### config.mk
export PLATFORM = sky130hd
export DESIGN_NAME = mux32_rr_arbiter
export DESIGN_NICKNAME = d
export VERILOG_FILES = /design/src/rtl/mux_arb_pkg.sv /design/src/rtl/mux32_2_1.sv /design/src/rtl/mux32_rr_arbiter.sv
export SDC_FILE = /design/constraint.sdc
export NUM_CORES = 1
export LEC_CHECK = 0
export BUFFER_PORTS_ARGS = -buffer_cell sky130_fd_sc_hd__buf_4
export CAP_MARGIN = 10
export CORE_MARGIN = 3
export CORE_UTILIZATION = 48
export DETAILED_ROUTE_END_ITERATION = 8
export GPL_TIMING_DRIVEN = 0
export PLACE_DENSITY = 0.86
export RECOVER_POWER = 25
export SLEW_MARGIN = 20
export SYNTH_ARGS = -nofsm -noshare
export SYNTH_HDL_FRONTEND = slang
export SYNTH_HIERARCHICAL = 1
export SYNTH_SLANG_ARGS = --single-unit
### constraint.sdc
create_clock -name clk -period 4.8 [get_ports clk]
set_input_delay 0 -clock clk [delete_from_list [all_inputs] [get_ports clk]]
set_output_delay 0 -clock clk [all_outputs]
set_load 0.01 [all_outputs]
### src/rtl/mux_arb_pkg.sv
// Shared constants and state encoding for the two-requester round-robin result mux.
package mux_arb_pkg;

  localparam int DEF_WIDTH = 32;

  localparam logic SEL_A = 1'b0;
  localparam logic SEL_B = 1'b1;

  typedef enum logic {
    EMPTY = 1'b0,
    FULL  = 1'b1
  } arb_state_t;

endpackage

### src/rtl/mux32_2_1.sv
// Plain 2:1 data selector; select 0 passes i_a, select 1 passes i_b.
module MUX32_2_1 #(
  parameter int WIDTH = 32
) (
  input  logic [WIDTH-1:0] i_a,
  input  logic [WIDTH-1:0] i_b,
  input  logic             i_sel,
  output logic [WIDTH-1:0] o_y
);

  assign o_y = i_sel ? i_b : i_a;

endmodule

### src/rtl/mux32_rr_arbiter.sv
// Round-robin arbiter sharing one result register between requesters A and B.
// Optional per-requester saturating grant counters enabled by MUX_ARB_STATS_EN.
module mux32_rr_arbiter
  import mux_arb_pkg::*;
#(
  parameter int WIDTH = DEF_WIDTH
`ifdef MUX_ARB_STATS_EN
  , parameter int CNT_W = 16
`endif
) (
  input  logic             clk,
  input  logic             rst,
  input  logic             A_req,
  input  logic [WIDTH-1:0] A_data,
  output logic             A_gnt,
  input  logic             B_req,
  input  logic [WIDTH-1:0] B_data,
  output logic             B_gnt,
  output logic             O_valid,
  output logic [WIDTH-1:0] O_data,
  input  logic             O_ready,
  output logic             Sel
`ifdef MUX_ARB_STATS_EN
  , output logic [CNT_W-1:0] A_cnt
  , output logic [CNT_W-1:0] B_cnt
`endif
);

  arb_state_t       r_state;
  arb_state_t       w_state_nxt;
  logic [WIDTH-1:0] r_data;
  logic             r_sel;
  logic             r_last;
  logic             w_can_load;
  logic             w_any;
  logic             w_win;
  logic             w_gnt;
  logic [WIDTH-1:0] w_mux_data;

  assign w_can_load = (r_state == EMPTY) | O_ready;
  assign w_any      = A_req | B_req;
  // On contention the side that did not win last time goes next.
  assign w_win      = (A_req & B_req) ? ~r_last : (B_req ? SEL_B : SEL_A);
  assign w_gnt      = w_can_load & w_any & ~rst;

  assign A_gnt   = w_gnt & (w_win == SEL_A);
  assign B_gnt   = w_gnt & (w_win == SEL_B);
  assign O_valid = (r_state == FULL);
  assign O_data  = r_data;
  assign Sel     = r_sel;

  MUX32_2_1 #(.WIDTH(WIDTH)) u_mux (
    .i_a   (A_data),
    .i_b   (B_data),
    .i_sel (w_win),
    .o_y   (w_mux_data)
  );

  always_ff @(posedge clk or posedge rst) begin
    if (rst) r_state <= EMPTY;
    else     r_state <= w_state_nxt;
  end

  always_comb begin
    w_state_nxt = r_state;
    case (r_state)
      EMPTY:   if (w_gnt) w_state_nxt = FULL;
      FULL:    if (O_ready && !w_gnt) w_state_nxt = EMPTY;
      default: w_state_nxt = EMPTY;
    endcase
  end

  always_ff @(posedge clk or posedge rst) begin
    if (rst) begin
      r_data <= '0;
      r_sel  <= SEL_A;
      r_last <= SEL_B;
    end else if (w_gnt) begin
      r_data <= w_mux_data;
      r_sel  <= w_win;
      r_last <= w_win;
    end
  end

`ifdef MUX_ARB_STATS_EN
  logic [CNT_W-1:0] r_a_cnt;
  logic [CNT_W-1:0] r_b_cnt;

  // Counters stick at all-ones rather than wrapping.
  always_ff @(posedge clk or posedge rst) begin
    if (rst) begin
      r_a_cnt <= '0;
      r_b_cnt <= '0;
    end else begin
      if (A_gnt && (r_a_cnt != '1)) r_a_cnt <= r_a_cnt + 1'b1;
      if (B_gnt && (r_b_cnt != '1)) r_b_cnt <= r_b_cnt + 1'b1;
    end
  end

  assign A_cnt = r_a_cnt;
  assign B_cnt = r_b_cnt;
`endif

endmodule

==> results.txt, run 1 <==
----------------------------------------------------
[Placement]
  Placed inst area ... approximately 2700 um2
  # placed instances ... 269
  DPL Wire Length ... approximately 3.7 mm
  IO buf count ... 104
  RePlAce Congestion ... 0.702

[Routing]
  Wire length after detailed routing ... ~4.5 mm
  DRC violations left ... 0
  Total vias in the final route ... 1383
  Number of nets still failing antenna checks after routing ... 0
  Number of vias per cell after detailed routing ... between 4 and 5
  Detailed-route wire length per cell ... 16.3 um
  Drt first-iter violations ... 21
  Router iterations before antenna repair ... 4

[Timing]
  Clock period minus worst slack ... 1.71 ns
  Final sum of negative setup slack ... 0 ns
  Number of endpoints with negative hold slack in the final report ... 0
  Share of the clock period used by the worst path after layout ... 0.355
  Total of endpoints with negative setup slack in the final report ... 0
  Max Fclk ... 586 MHz
  Worst slew pin tran ... slightly above 0.7 ns
  Setup clock skew after layout ... 0.00333 ns
  Final-report max-slew violation count ... 0
  Relative slew margins ... 0.529
  Unrepaired setup endpoints after global routing ... no

[Worst setup path]
  Arrival time reported for the critical path endpoint ... 1.87 ns
  Max stage delay cell, worst path ... sky130_fd_sc_hd__dfstp_2
  Dominant delay contributor by cell family on the critical path ... multiplexers
  Crit-path cells ... a21boi_1 -> buf_6 -> buf_12 -> mux2_4 -> mux2_1
  End of the worst register-to-register path ... O_data[30]
  Crit path required time ... 4.96 ns
  Critical path class ... flop to flop
  Count of cells along the worst register-to-register path ... 5
  Kind of end point of the critical path ... flop
  Worst reg2reg startpoint ... r_last
  WP buf/inv ... 2
  CP peak stage delay ... 0.37 ns
  Startpoint types ... flop
  Top fanout value on the critical path ... 10
  Setup slack on the worst flop-to-flop path ... 3.09 ns

[GRT]
  Total Routing Usage GR ... 0.197
  Pin count of the biggest net entering global routing ... 36
  Number of global-route vias before repair ... 1504
  Number of antenna violations at the first check in global routing ... 0
  Global-route wire length before repair ... 6.65 mm
  Total grt overflow ... 0

[Hold path]
  Number of stages on the worst hold path ... 3
  Worst min path class ... primary input to flop
  Hold-critical path endpoint ... O_valid
  Min-delay src ... O_ready

[CTS]
  Hold-fix buffers, CTS ... 1
  Total clock sinks ... 35
  Resize count post-CTS ... 0
  Reg clk slew, reported paths ... 0.06 ns
  Clock buffers created by TritonCTS ... 5
  Root Buffer Master ... sky130_fd_sc_hd__clkbuf_8
  TritonCTS clock tree ... built
  Insertion delay to the later sink of the worst-skew pair ... 0.28 ns
  Maximum clock insertion buffer count ... 2
  CTS H-Tree Depth ... 2
  Post-CTS setup buffer count ... 0

[Floorplan]
  Overall die area ... 4750 um2
  Die height ... 68.9 um
  Standard cell core area ... about 3700 um2
  Top-Level Pins ... 105
  Number of rows in the core area ... 22
  Starting density of the core ... 0.507
  Horizontal die dimension ... between 60 and 70 um

[Logic synthesis]
  Sequential fraction of the synthesis area ... 0.462
  Dominant cell type by area after synthesis ... sky130_fd_sc_hd__dfrtp_1
  Yosys top cell area share ... 0.448
  Post-Synthesis Net Count ... 186
  Mean Syn Cell Area ... 16.2 um2
  Number of warnings issued by yosys ... 6
  Distinct cell type count of the synthesized netlist ... 16
  Synthesis-stage register bit count ... 35
  Cells taking the most area after synthesis ... sky130_fd_sc_hd__dfrtp_1 45%, sky130_fd_sc_hd__mux2_4 24%, sky130_fd_sc_hd__mux2_2 18%
  Synthesized instance count ... 117
  Mapped Area ... around 1900 um2

[Finish]
  Fill count ... 309
  Final cell count without fillers ... 278
  # nets final ... 298
  Layout cell share with drive strength beyond 1 ... 0.674
  Number of antenna repair diodes ... 0
  Final Instance Area ... 2730 um2
  Post-synthesis to final-layout area growth ... 43.9%

[Job]
  Number of violations of the max-capacitance limit ... 0

[Pwr]
  Power density normalized to cell area ... about 330 nW/um2
  Maximum VDD drop ... 0.201 mV
  Pleak ... 0.00133 uW

[Outcome]
  Run status ... completed

----------------------------------------------------
[worst min-delay path, cell delays in order]
cell	delay, ns
sky130_fd_sc_hd__buf_4	0.10
sky130_fd_sc_hd__nor2b_4	0.04
sky130_fd_sc_hd__nand2b_1	0.14
[per-stage QoR]
step	setup WS [ns]	util	total power (uW)	hold WS, ns
finish	3.09	0.730	906	0.0469
global route	3.02	0.730	960	0.0390
CTS	3.09	0.756	962	0.0374
detailed placement	3.10	0.732	761	0.192
global placement	3.18	0.732	743	0.310
floorplan	3.24	-	581	0.0649
[report_power, final]
group | leakage, uW | switching, uW | internal (uW)
clock network | 0.0000422 | 95.5 | 102
logic | 0.000876 | 130 | 184
registers | 0.000409 | 33.6 | 362
total | 0.00133 | 259 | 648
[state kept, by name, summed over array words and instances, names as in the netlist]
name     cells
r_last       1
O_data      32
O_valid      1
Sel          1
[placed cells by master, fill, tap and decap left out]
| master | netlist | final |
|---|---|---|
| sky130_fd_sc_hd__a21boi_1 | 1 | 1 |
| sky130_fd_sc_hd__a21o_1 | 2 | 2 |
| sky130_fd_sc_hd__buf_12 | 3 | 3 |
| sky130_fd_sc_hd__buf_4 | 0 | 78 |
| sky130_fd_sc_hd__buf_6 | 4 | 4 |
| sky130_fd_sc_hd__clkbuf_1 | 0 | 28 |
| sky130_fd_sc_hd__clkbuf_8 | 0 | 5 |
| sky130_fd_sc_hd__clkinv_2 | 0 | 1 |
| sky130_fd_sc_hd__dfrtp_1 | 34 | 34 |
| sky130_fd_sc_hd__dfstp_2 | 1 | 1 |
| sky130_fd_sc_hd__dlygate4sd3_1 | 0 | 1 |
| sky130_fd_sc_hd__inv_2 | 0 | 1 |
| sky130_fd_sc_hd__mux2_1 | 4 | 4 |
| sky130_fd_sc_hd__mux2_2 | 30 | 30 |
| sky130_fd_sc_hd__mux2_4 | 30 | 30 |
| sky130_fd_sc_hd__nand2b_1 | 1 | 1 |
| sky130_fd_sc_hd__nor2_1 | 2 | 2 |
| sky130_fd_sc_hd__nor2b_4 | 1 | 1 |
| sky130_fd_sc_hd__nor3_4 | 1 | 1 |
| sky130_fd_sc_hd__nor3b_1 | 1 | 1 |
| sky130_fd_sc_hd__or3_1 | 1 | 1 |
[Yosys cell counts]
library cell,count
sky130_fd_sc_hd__a21boi_1,1
sky130_fd_sc_hd__or3_1,1
sky130_fd_sc_hd__mux2_2,30
sky130_fd_sc_hd__mux2_1,4
sky130_fd_sc_hd__nand2b_1,1
sky130_fd_sc_hd__buf_12,3
sky130_fd_sc_hd__nor3_4,1
sky130_fd_sc_hd__buf_6,4
sky130_fd_sc_hd__dfstp_2,1
sky130_fd_sc_hd__a21o_1,2
sky130_fd_sc_hd__nor2b_4,1
sky130_fd_sc_hd__mux2_4,30
sky130_fd_sc_hd__nor2_1,2
sky130_fd_sc_hd__dfrtp_1,34
sky130_fd_sc_hd__inv_1,1
sky130_fd_sc_hd__nor3b_1,1
[layout make-up]
class | count | area (um2) | share of cell area
plain buffers | 7 | 105 | 0.0384
clock buffers | 7 | 76.3 | 0.0279
clock inverters | 1 | 5.00 | 0.00183
inverters | 1 | 3.75 | 0.00137
repair buffers | 105 | 693 | 0.254
multi-input cells | 74 | 913 | 0.334
well taps | 48 | 60.1 | 0.0220
flip-flops and latches | 35 | 877 | 0.321
[routing by layer]
metal,vias up,track usage,wire [um]
li1,643,-,-
met4,0,0.0657,46
met3,4,0.0519,272
met5,-,0,0
met1,686,0.178,1500
met2,50,0.407,2720
[cell families (layout without fill, tap and decap cells)]
group	after synthesis	count (layout)	share of synthesized area
buffers and inverters	8	121	0.0573
and+or+nand+nor	7	7	0.0303
AOI/OAI and AO/OA	3	3	0.0119
DFF	35	35	0.462
muxes	64	64	0.439
[worst max path at each step]
stage	start	endpoint	cells past startpoint
finish	r_last	O_data[30]	5
global route	r_last	O_data[30]	5
CTS	r_last	O_data[30]	5
detailed placement	r_last	O_data[30]	5
global placement	r_last	O_data[30]	5
floorplan	r_last	O_data[20]	5
Note: power is estimated with default switching activity, not from simulation.
==> run 2, diff against run 1 <==
--- a/config.mk
+++ b/config.mk
@@ -5,13 +5,14 @@
 export SDC_FILE = /design/constraint.sdc
 export NUM_CORES = 1
 export LEC_CHECK = 0
+export ABC_AREA = 1
 export BUFFER_PORTS_ARGS = -buffer_cell sky130_fd_sc_hd__buf_4
 export CAP_MARGIN = 10
 export CORE_MARGIN = 3
-export CORE_UTILIZATION = 48
+export CORE_UTILIZATION = 45
 export DETAILED_ROUTE_END_ITERATION = 8
 export GPL_TIMING_DRIVEN = 0
-export PLACE_DENSITY = 0.86
+export PLACE_DENSITY = 0.8
 export RECOVER_POWER = 25
 export SLEW_MARGIN = 20
 export SYNTH_ARGS = -nofsm -noshare
==> constraint.sdc (replaced) <==
create_clock -name clk -period 1.8 [get_ports clk]
set_input_delay 0 -clock clk [delete_from_list [all_inputs] [get_ports clk]]
set_output_delay 0 -clock clk [all_outputs]
set_load 0.01 [all_outputs]
==> run 2 against run 1 <==
Compared with the run above: register-to-register slack worse by 2.7 ns; setup slack worse by 2.7 ns; synthesized cell count up 120%; design area up 2.9%; worst hold slack better by 0.0063 ns; clock-buffer cell count unchanged; clock power rose to 2.9 times the previous value; cell count up 53%; critical path depth up 3; largest cell class unchanged.
==> results.txt, run 2 <==
----------------------------------------------------
[CTS]
  TritonCTS clock tree ... built
  Root Buffer Master ... sky130_fd_sc_hd__clkbuf_8
  Resize count post-CTS ... 0 (unchanged)
  Hold-fix buffers, CTS ... 0 (-1)
  Maximum clock insertion buffer count ... 2 (unchanged)
  CTS H-Tree Depth ... 2 (unchanged)
  Insertion delay to the later sink of the worst-skew pair ... 0.29 ns (about the same)
  Clock buffers created by TritonCTS ... 5 (unchanged)
  Reg clk slew, reported paths ... 0.07 ns (about the same)
  Total clock sinks ... 35 (unchanged)
  Post-CTS setup buffer count ... 0 (unchanged)

[Floorplan]
  Standard cell core area ... 4120 um2 (+9.9%)
  Overall die area ... 5210 um2 (+9.8%)
  Number of rows in the core area ... 23 (+4.5%)
  Starting density of the core ... 0.479 (-0.0282)
  Top-Level Pins ... 105 (unchanged)
  Horizontal die dimension ... 72.2 um (+4.8%)
  Die height ... 72.2 um (+4.8%)

[Timing]
  Number of endpoints with negative hold slack in the final report ... 0 (unchanged)
  Share of the clock period used by the worst path after layout ... 0.794 (+0.439)
  Final-report max-slew violation count ... 0 (unchanged)
  Final sum of negative setup slack ... 0 ns (unchanged)
  Total of endpoints with negative setup slack in the final report ... 0 (unchanged)
  Unrepaired setup endpoints after global routing ... no
  Clock period minus worst slack ... 1.43 ns (-0.276 ns)
  Max Fclk ... 699 MHz (+19%)
  Setup clock skew after layout ... 0.00933 ns (+0.00600 ns)
  Relative slew margins ... 0.331 (-0.198)
  Worst slew pin tran ... 1.00 ns (+0.298 ns)

[Worst setup path]
  CP peak stage delay ... 0.37 ns (about the same)
  Crit path required time ... 1.97 ns (-2.99 ns)
  Max stage delay cell, worst path ... sky130_fd_sc_hd__dfstp_2
  Count of cells along the worst register-to-register path ... 8 (+3)
  Critical path class ... flop to flop
  Crit-path cells ... a21oi_1 -> buf_6 -> inv_8 -> buf_6 -> nand2_1 -> nand2_1 -> nand4_1 -> nand2_1
  Setup slack on the worst flop-to-flop path ... 0.37 ns (-2.72 ns)
  End of the worst register-to-register path ... O_data[16]
  Startpoint of the worst setup timing path ... r_last
  Top fanout value on the critical path ... 10 (unchanged)
  Arrival time reported for the critical path endpoint ... 1.60 ns (-0.27 ns)
  Critical Path Most Common Cell ... sky130_fd_sc_hd__nand2_1
  Startpoint types ... flop
  Worst reg2reg startpoint ... r_last
  Kind of end point of the critical path ... flop

[GRT]
  Number of global-route vias before repair ... 1908 (+27%)
  Pin count of the biggest net entering global routing ... 45 (+25%)
  Total grt overflow ... 0 (unchanged)
  Number of antenna violations at the first check in global routing ... 0 (unchanged)
  Global-route wire length before repair ... 8.76 mm (+32%)
  Total Routing Usage GR ... 0.215 (+0.0185)

[Finish]
  Area of combinational cells with multiple inputs ... 891 um2 (-2.5%)
  Max reg flops ... 32 (unchanged)
  Commonest non-fill, non-tap cell in the layout ... sky130_fd_sc_hd__nand2_1
  Sequential standard cell area ... 877 um2 (unchanged)
  Post-synthesis to final-layout area growth ... 42.6%
  Most frequent cells in the layout ... 155 x sky130_fd_sc_hd__nand2_1, 79 x sky130_fd_sc_hd__buf_4, 34 x sky130_fd_sc_hd__dfrtp_1, 32 x sky130_fd_sc_hd__nand4_1, 26 x sky130_fd_sc_hd__clkbuf_1
  Fill count ... 402 (+30%)
  # nets final ... 443 (+49%)
  Number of antenna repair diodes ... 0 (unchanged)
  Layout cell share with drive strength beyond 1 ... 0.328 (-0.346)

[Logic synthesis]
  Dominant cell type by area after synthesis ... sky130_fd_sc_hd__dfrtp_1
  Post-Synth Simple-Gate Area ... 0.449 (+0.419)
  Cells taking the most area after synthesis ... sky130_fd_sc_hd__dfrtp_1 43%, sky130_fd_sc_hd__nand2_1 30%, sky130_fd_sc_hd__nand4_1 10%
  Sequential fraction of the synthesis area ... 0.445 (-0.0170)
  Leading register cell type out of synthesis ... sky130_fd_sc_hd__dfrtp_1
  Synthesized instance count ... 263 (+120%)
  Synthesis-stage register bit count ... 35 (unchanged)
  Mapped Area ... 1970 um2 (+3.8%)
  Complex-gate fraction of the synthesized area ... 0.00254 (-0.00932)
  Post-Synthesis Net Count ... 332 (+78%)
  Most frequently used cell type in the post-synthesis netlist ... sky130_fd_sc_hd__nand2_1
  Yosys top cell area share ... 0.431 (-0.0165)
  Xor/xnor cell area share of the yosys netlist ... 0 (unchanged)
  Number of enable-type register cells in the synthesized netlist ... 0 (unchanged)
  Adder-cell share of the synthesized area ... 0 (unchanged)
  Distinct cell type count of the synthesized netlist ... 16 (unchanged)
  Mean Syn Cell Area ... 7.50 um2 (-54%)
  Share of synthesized flip-flops with an asynchronous set or reset ... 1.00 (unchanged)
  Top cells by instance count after synthesis ... 155 x sky130_fd_sc_hd__nand2_1, 34 x sky130_fd_sc_hd__dfrtp_1, 32 x sky130_fd_sc_hd__nand4_1, 12 x sky130_fd_sc_hd__nand2_2, 9 x sky130_fd_sc_hd__buf_2
  Largest family of logic cells by synthesized area ... simple AND/OR/NAND/NOR gates
  Share of cell area taken by muxes after synthesis ... 0 (-0.439)
  Number of warnings issued by yosys ... 6 (unchanged)

[Outcome]
  Run status ... completed

[Pwr]
  Net Sw Power ... 773 uW (+200%)
  Internal cell power ... 1590 uW (+150%)
  Power density normalized to cell area ... 842 nW/um2 (+150%)
  Sw Ratio ... 0.326 (+0.0410)
  Pleak ... 0.00161 uW (+21%)
  Maximum VDD drop ... 0.435 mV (+120%)
  Part of the total power dissipated in combinational logic ... 0.327 (-0.019)
  Share of total power in sequential cells ... 0.430 (-0.006)
  Power after layout ... 2370 uW (+160%)
  Fraction of power consumed by the clock network ... 0.243 (+0.025)

[Job]
  Number of violations of the max-capacitance limit ... 0 (unchanged)

[Hold path]
  Number of stages on the worst hold path ... 5 (+2)
  Min-delay src ... A_data[26]
  Hold-critical path endpoint ... O_data[26]
  Worst min path class ... primary input to flop

[Routing]
  Number of vias per cell after detailed routing ... 4.90 (-1.4%)
  Top routing layer in use ... met4
  Wire length after detailed routing ... 5.48 mm (+21%)
  DRC violations left ... 0 (unchanged)
  Total vias in the final route ... 2084 (+51%)
  Drt first-iter violations ... 83 (+300%)
  Routed length on met3 ... 463 um (+70%)
  Met2 routed wirelength ... 2.65 mm (-2.5%)
  Wire length on met1 ... 2.26 mm (+50%)
  Detailed-route wire length per cell ... 12.9 um (-21%)
  Router iterations before antenna repair ... 4 (unchanged)
  Number of nets still failing antenna checks after routing ... 0 (unchanged)

[Placement]
  RePlAce Congestion ... 0.768 (+9.4%)
  IO buf count ... 104 (unchanged)
  DPL Wire Length ... 4.12 mm (+11%)

----------------------------------------------------
## run 2: metrics by stage
stage	utilization	std cells	hold slack (ns)	instance area, um2	worst slack [ns]
3_5_place_dp	0.684	417	0.352	2820	0.378
4_1_cts	0.706	425	0.0501	2910	0.362
6_report	0.683	425	0.0532	2810	0.370
5_1_grt	0.683	425	0.0652	2810	0.215
2_1_floorplan	-	263	0.202	1970	0.536
3_3_place_gp	0.684	417	0.344	2820	0.414
## run 2: worst max path at each step
stage | to | slack [ns] | cells after the start
2_1_floorplan | O_data[15] | 0.54 | 8
3_3_place_gp | O_data[18] | 0.41 | 5
3_5_place_dp | O_data[15] | 0.38 | 7
4_1_cts | O_data[15] | 0.36 | 7
5_1_grt | O_data[15] | 0.21 | 7
6_report | O_data[16] | 0.37 | 8
## run 2: worst max-delay path, delay by kind of cell (launching register included)
family	cells	cell delay, ns
AOI/OAI and AO/OA	1	0.29
and+or+nand+nor	4	0.27
DFF	1	0.37
buffers and inverters	3	0.39
## run 2: cells by family after synthesis
| family | count (synthesis) |
|---|---|
| flops | 35 |
| buf+inv | 25 |
| compound gates | 1 |
| simple gates | 202 |
## run 2: area by class of cell
cell class                 instances  area share
multi-input combinational        203       0.317
timing repair buffer             104       0.244
clock inverter                     1     0.00178
inverter                           6      0.0107
sequential                        35       0.312
buffer                            19      0.0618
clock buffer                       7      0.0307
tap                               50      0.0222
## run 2: routing by layer
metal,vias up,GRT usage
li1,1058,-
met1,938,0.277
met2,79,0.354
met3,9,0.0540
met4,0,0.0689
met5,-,0
## run 2: power groups by stage
stage	combinational (uW)	sequential, uW	clock [uW]
final	774	1020	575
after global routing	863	1030	628
after CTS	871	1020	586
after detailed placement	869	1030	0
after global placement	847	1030	0
after floorplan	362	1090	0
==> run 3, diff against run 2 <==
--- a/config.mk
+++ b/config.mk
@@ -5,14 +5,14 @@
 export SDC_FILE = /design/constraint.sdc
 export NUM_CORES = 1
 export LEC_CHECK = 0
-export ABC_AREA = 1
+export ABC_AREA = 0
 export BUFFER_PORTS_ARGS = -buffer_cell sky130_fd_sc_hd__buf_4
 export CAP_MARGIN = 10
 export CORE_MARGIN = 3
-export CORE_UTILIZATION = 45
+export CORE_UTILIZATION = 40
 export DETAILED_ROUTE_END_ITERATION = 8
 export GPL_TIMING_DRIVEN = 0
-export PLACE_DENSITY = 0.8
+export PLACE_DENSITY = 0.76
 export RECOVER_POWER = 25
 export SLEW_MARGIN = 20
 export SYNTH_ARGS = -nofsm -noshare
==> constraint.sdc (replaced) <==
create_clock -name clk -period 1.3 [get_ports clk]
set_input_delay 0 -clock clk [delete_from_list [all_inputs] [get_ports clk]]
set_output_delay 0 -clock clk [all_outputs]
set_load 0.01 [all_outputs]
==> run 3 against run 2 <==
Compared with the run above: the run now ends with negative setup slack left; register-to-register slack worse by 0.65 ns; utilization is 0.44 points higher; total power rose by 54%; fmax decreased by 9.3%; critical path depth is 3 lower; worst hold slack got worse by 0.030 ns; design area rose by 9.4%; clock power is 22% higher; sequential power grew 45%; first-iteration DRC count decreased by 28%; routed wire length down 13%; largest power group unchanged.
==> results.txt, run 3 (synthesis gave the netlist of run 1 again) <==
----------------------------------------------------
[CTS]
  Total clock sinks ... 35 (unchanged)
  Insertion delay to the later sink of the worst-skew pair ... 0.28 ns (about the same)
  TritonCTS clock tree ... built
  Maximum clock insertion buffer count ... 2 (unchanged)
  Root Buffer Master ... sky130_fd_sc_hd__clkbuf_8
  Clock buffers created by TritonCTS ... 5 (unchanged)
  Reg clk slew, reported paths ... 0.06 ns (about the same)
  CTS H-Tree Depth ... 2 (unchanged)

[Floorplan]
  Overall die area ... 5610 um2 (+7.6%)
  Top-Level Pins ... 105 (unchanged)
  Horizontal die dimension ... 74.9 um (+3.8%)
  Number of rows in the core area ... 24 (+4.3%)
  Starting density of the core ... 0.424 (-0.0547)
  Standard cell core area ... 4470 um2 (+8.7%)
  Die height ... 74.9 um (+3.8%)

[Timing]
  Clock period minus worst slack ... 1.58 ns (+0.146 ns)
  Share of the clock period used by the worst path after layout ... 1.21 (+0.418)
  Worst Slack Setup Final ... -0.276 ns (-0.646 ns)
  Final sum of negative setup slack ... -8.36 ns (-8.36 ns)
  Number of endpoints with negative hold slack in the final report ... 0 (unchanged)
  Max Fclk ... 635 MHz (-9.3%)
  Final-report max-slew violation count ... 0 (unchanged)
  Total of endpoints with negative setup slack in the final report ... 35 (+35)
  Setup clock skew after layout ... 0.00144 ns (-0.00789 ns)
  Unrepaired setup endpoints after global routing ... yes
  Worst slew pin tran ... 0.699 ns (-0.303 ns)
  Relative slew margins ... 0.533 (+0.202)

[Worst setup path]
  Critical path class ... flop to flop
  Arrival time reported for the critical path endpoint ... 1.74 ns (+0.14 ns)
  Startpoint types ... flop
  Top fanout value on the critical path ... 10 (unchanged)
  Crit path required time ... 1.47 ns (-0.50 ns)
  Kind of end point of the critical path ... flop

[Routing]
  Router iterations before antenna repair ... 6 (+2)
  Total vias in the final route ... 1406 (-33%)
  Drt first-iter violations ... 60 (-28%)
  Number of nets still failing antenna checks after routing ... 0 (unchanged)
  Detailed-route wire length per cell ... 16.2 um (+26%)
  DRC violations left ... 0 (unchanged)
  Wire length after detailed routing ... 4.77 mm (-13%)
  Number of vias per cell after detailed routing ... 4.78 (-2.5%)

[Placement]
  IO buf count ... 104 (unchanged)
  RePlAce Congestion ... 0.736 (-4.2%)
  DPL Wire Length ... 3.48 mm (-16%)
  Placed inst area ... 2870 um2 (+1.8%)

[Finish]
  Number of antenna repair diodes ... 0 (unchanged)
  Fill count ... 341 (-15%)
  Most frequent cells in the layout ... 95 x sky130_fd_sc_hd__buf_4, 62 x sky130_fd_sc_hd__mux2_4, 34 x sky130_fd_sc_hd__dfrtp_1, 18 x sky130_fd_sc_hd__clkbuf_1, 7 x sky130_fd_sc_hd__buf_6
  # nets final ... 312 (-30%)
  Max reg flops ... 32 (unchanged)
  Layout cell share with drive strength beyond 1 ... 0.764 (+0.436)
  Commonest non-fill, non-tap cell in the layout ... sky130_fd_sc_hd__buf_4
  Post-synthesis to final-layout area growth ... 62.1%
  Sequential standard cell area ... 877 um2 (unchanged)
  Final Instance Area ... 3080 um2 (+9.4%)
  Area of combinational cells with multiple inputs ... 1060 um2 (+19%)

[Hold path]
  Worst min path class ... primary input to flop

[GRT]
  Pin count of the biggest net entering global routing ... 36 (-20%)
  Number of global-route vias before repair ... 1449 (-24%)
  Total grt overflow ... 0 (unchanged)
  Global-route wire length before repair ... 6.98 mm (-20%)
  Total Routing Usage GR ... 0.169 (-0.0463)
  Number of antenna violations at the first check in global routing ... 0 (unchanged)

[Outcome]
  Violated checks ... negative setup slack
  Run status ... finished with violations

[Job]
  Number of violations of the max-capacitance limit ... 0 (unchanged)

[Pwr]
  Pleak ... 0.00157 uW (-2.4%)
  Power density normalized to cell area ... 1190 nW/um2 (+41%)
  Maximum VDD drop ... 0.659 mV (+52%)

----------------------------------------------------
-- run 3: path summary, 6_finish.rpt --
kind                       depth (start not counted)         end  slack (ns)    start
max in group asynchronous                          3   O_data[5]        0.40      rst
hold / removal                                     3     O_valid        0.02  O_ready
min in group asynchronous                          3  O_data[26]        0.45      rst
hold reg to reg                                    1         Sel        0.50      Sel
setup reg to reg                                   5  O_data[25]       -0.28   r_last
setup / recovery                                   5  O_data[25]       -0.28   r_last
-- run 3: what timing repair did --
action	in CTS	in global routing
endpoints found under the hold margin	34	0
cloned	1	1
setup buffers	7	6
pin swaps	5	3
setup endpoints to repair	34	36
gates resized for setup	6	7
hold buffers	1	0
-- run 3: metrics by stage --
step           total power, uW  std cells  utilization  hold WS [ns]  setup WS (ns)
6_report                  3650        294        0.688        0.0228         -0.276
5_1_grt                   3840        294        0.688        0.0252         -0.317
4_1_cts                   3730        288        0.682        0.0231         -0.277
3_5_place_dp              2960        273        0.640         0.199         -0.270
3_3_place_gp              2940        273        0.640         0.310         -0.258
2_1_floorplan             2310        117            -        0.0649         -0.210
-- run 3: area by class of cell --
type                    count  share of cell area
plain buffers               7              0.0370
clock buffers               6              0.0236
inverters                   1             0.00122
multi-input cells          74               0.345
flip-flops and latches     35               0.285
well taps                  52              0.0211
repair buffers            119               0.287
-- run 3: per-layer routing --
layer	routed length [um]	vias up	track usage
met2	2480	51	0.282
met1	1920	680	0.210
met3	288	7	0.0481
met4	76	0	0.0534
met5	0	-	0
li1	-	668	-
-- run 3: where the power goes --
part	internal, uW	total [uW]	switching, uW
registers	1340	1480	138
logic	950	1470	525
clock network	356	699	342
total	2640	3650	1010
-- run 3: critical path, cell delays in order (launching register included) --
cell	delay, ns
sky130_fd_sc_hd__dfstp_2	0.54
sky130_fd_sc_hd__a21boi_2	0.06
sky130_fd_sc_hd__buf_6	0.15
sky130_fd_sc_hd__buf_12	0.15
sky130_fd_sc_hd__mux2_4	0.30
sky130_fd_sc_hd__mux2_4	0.26
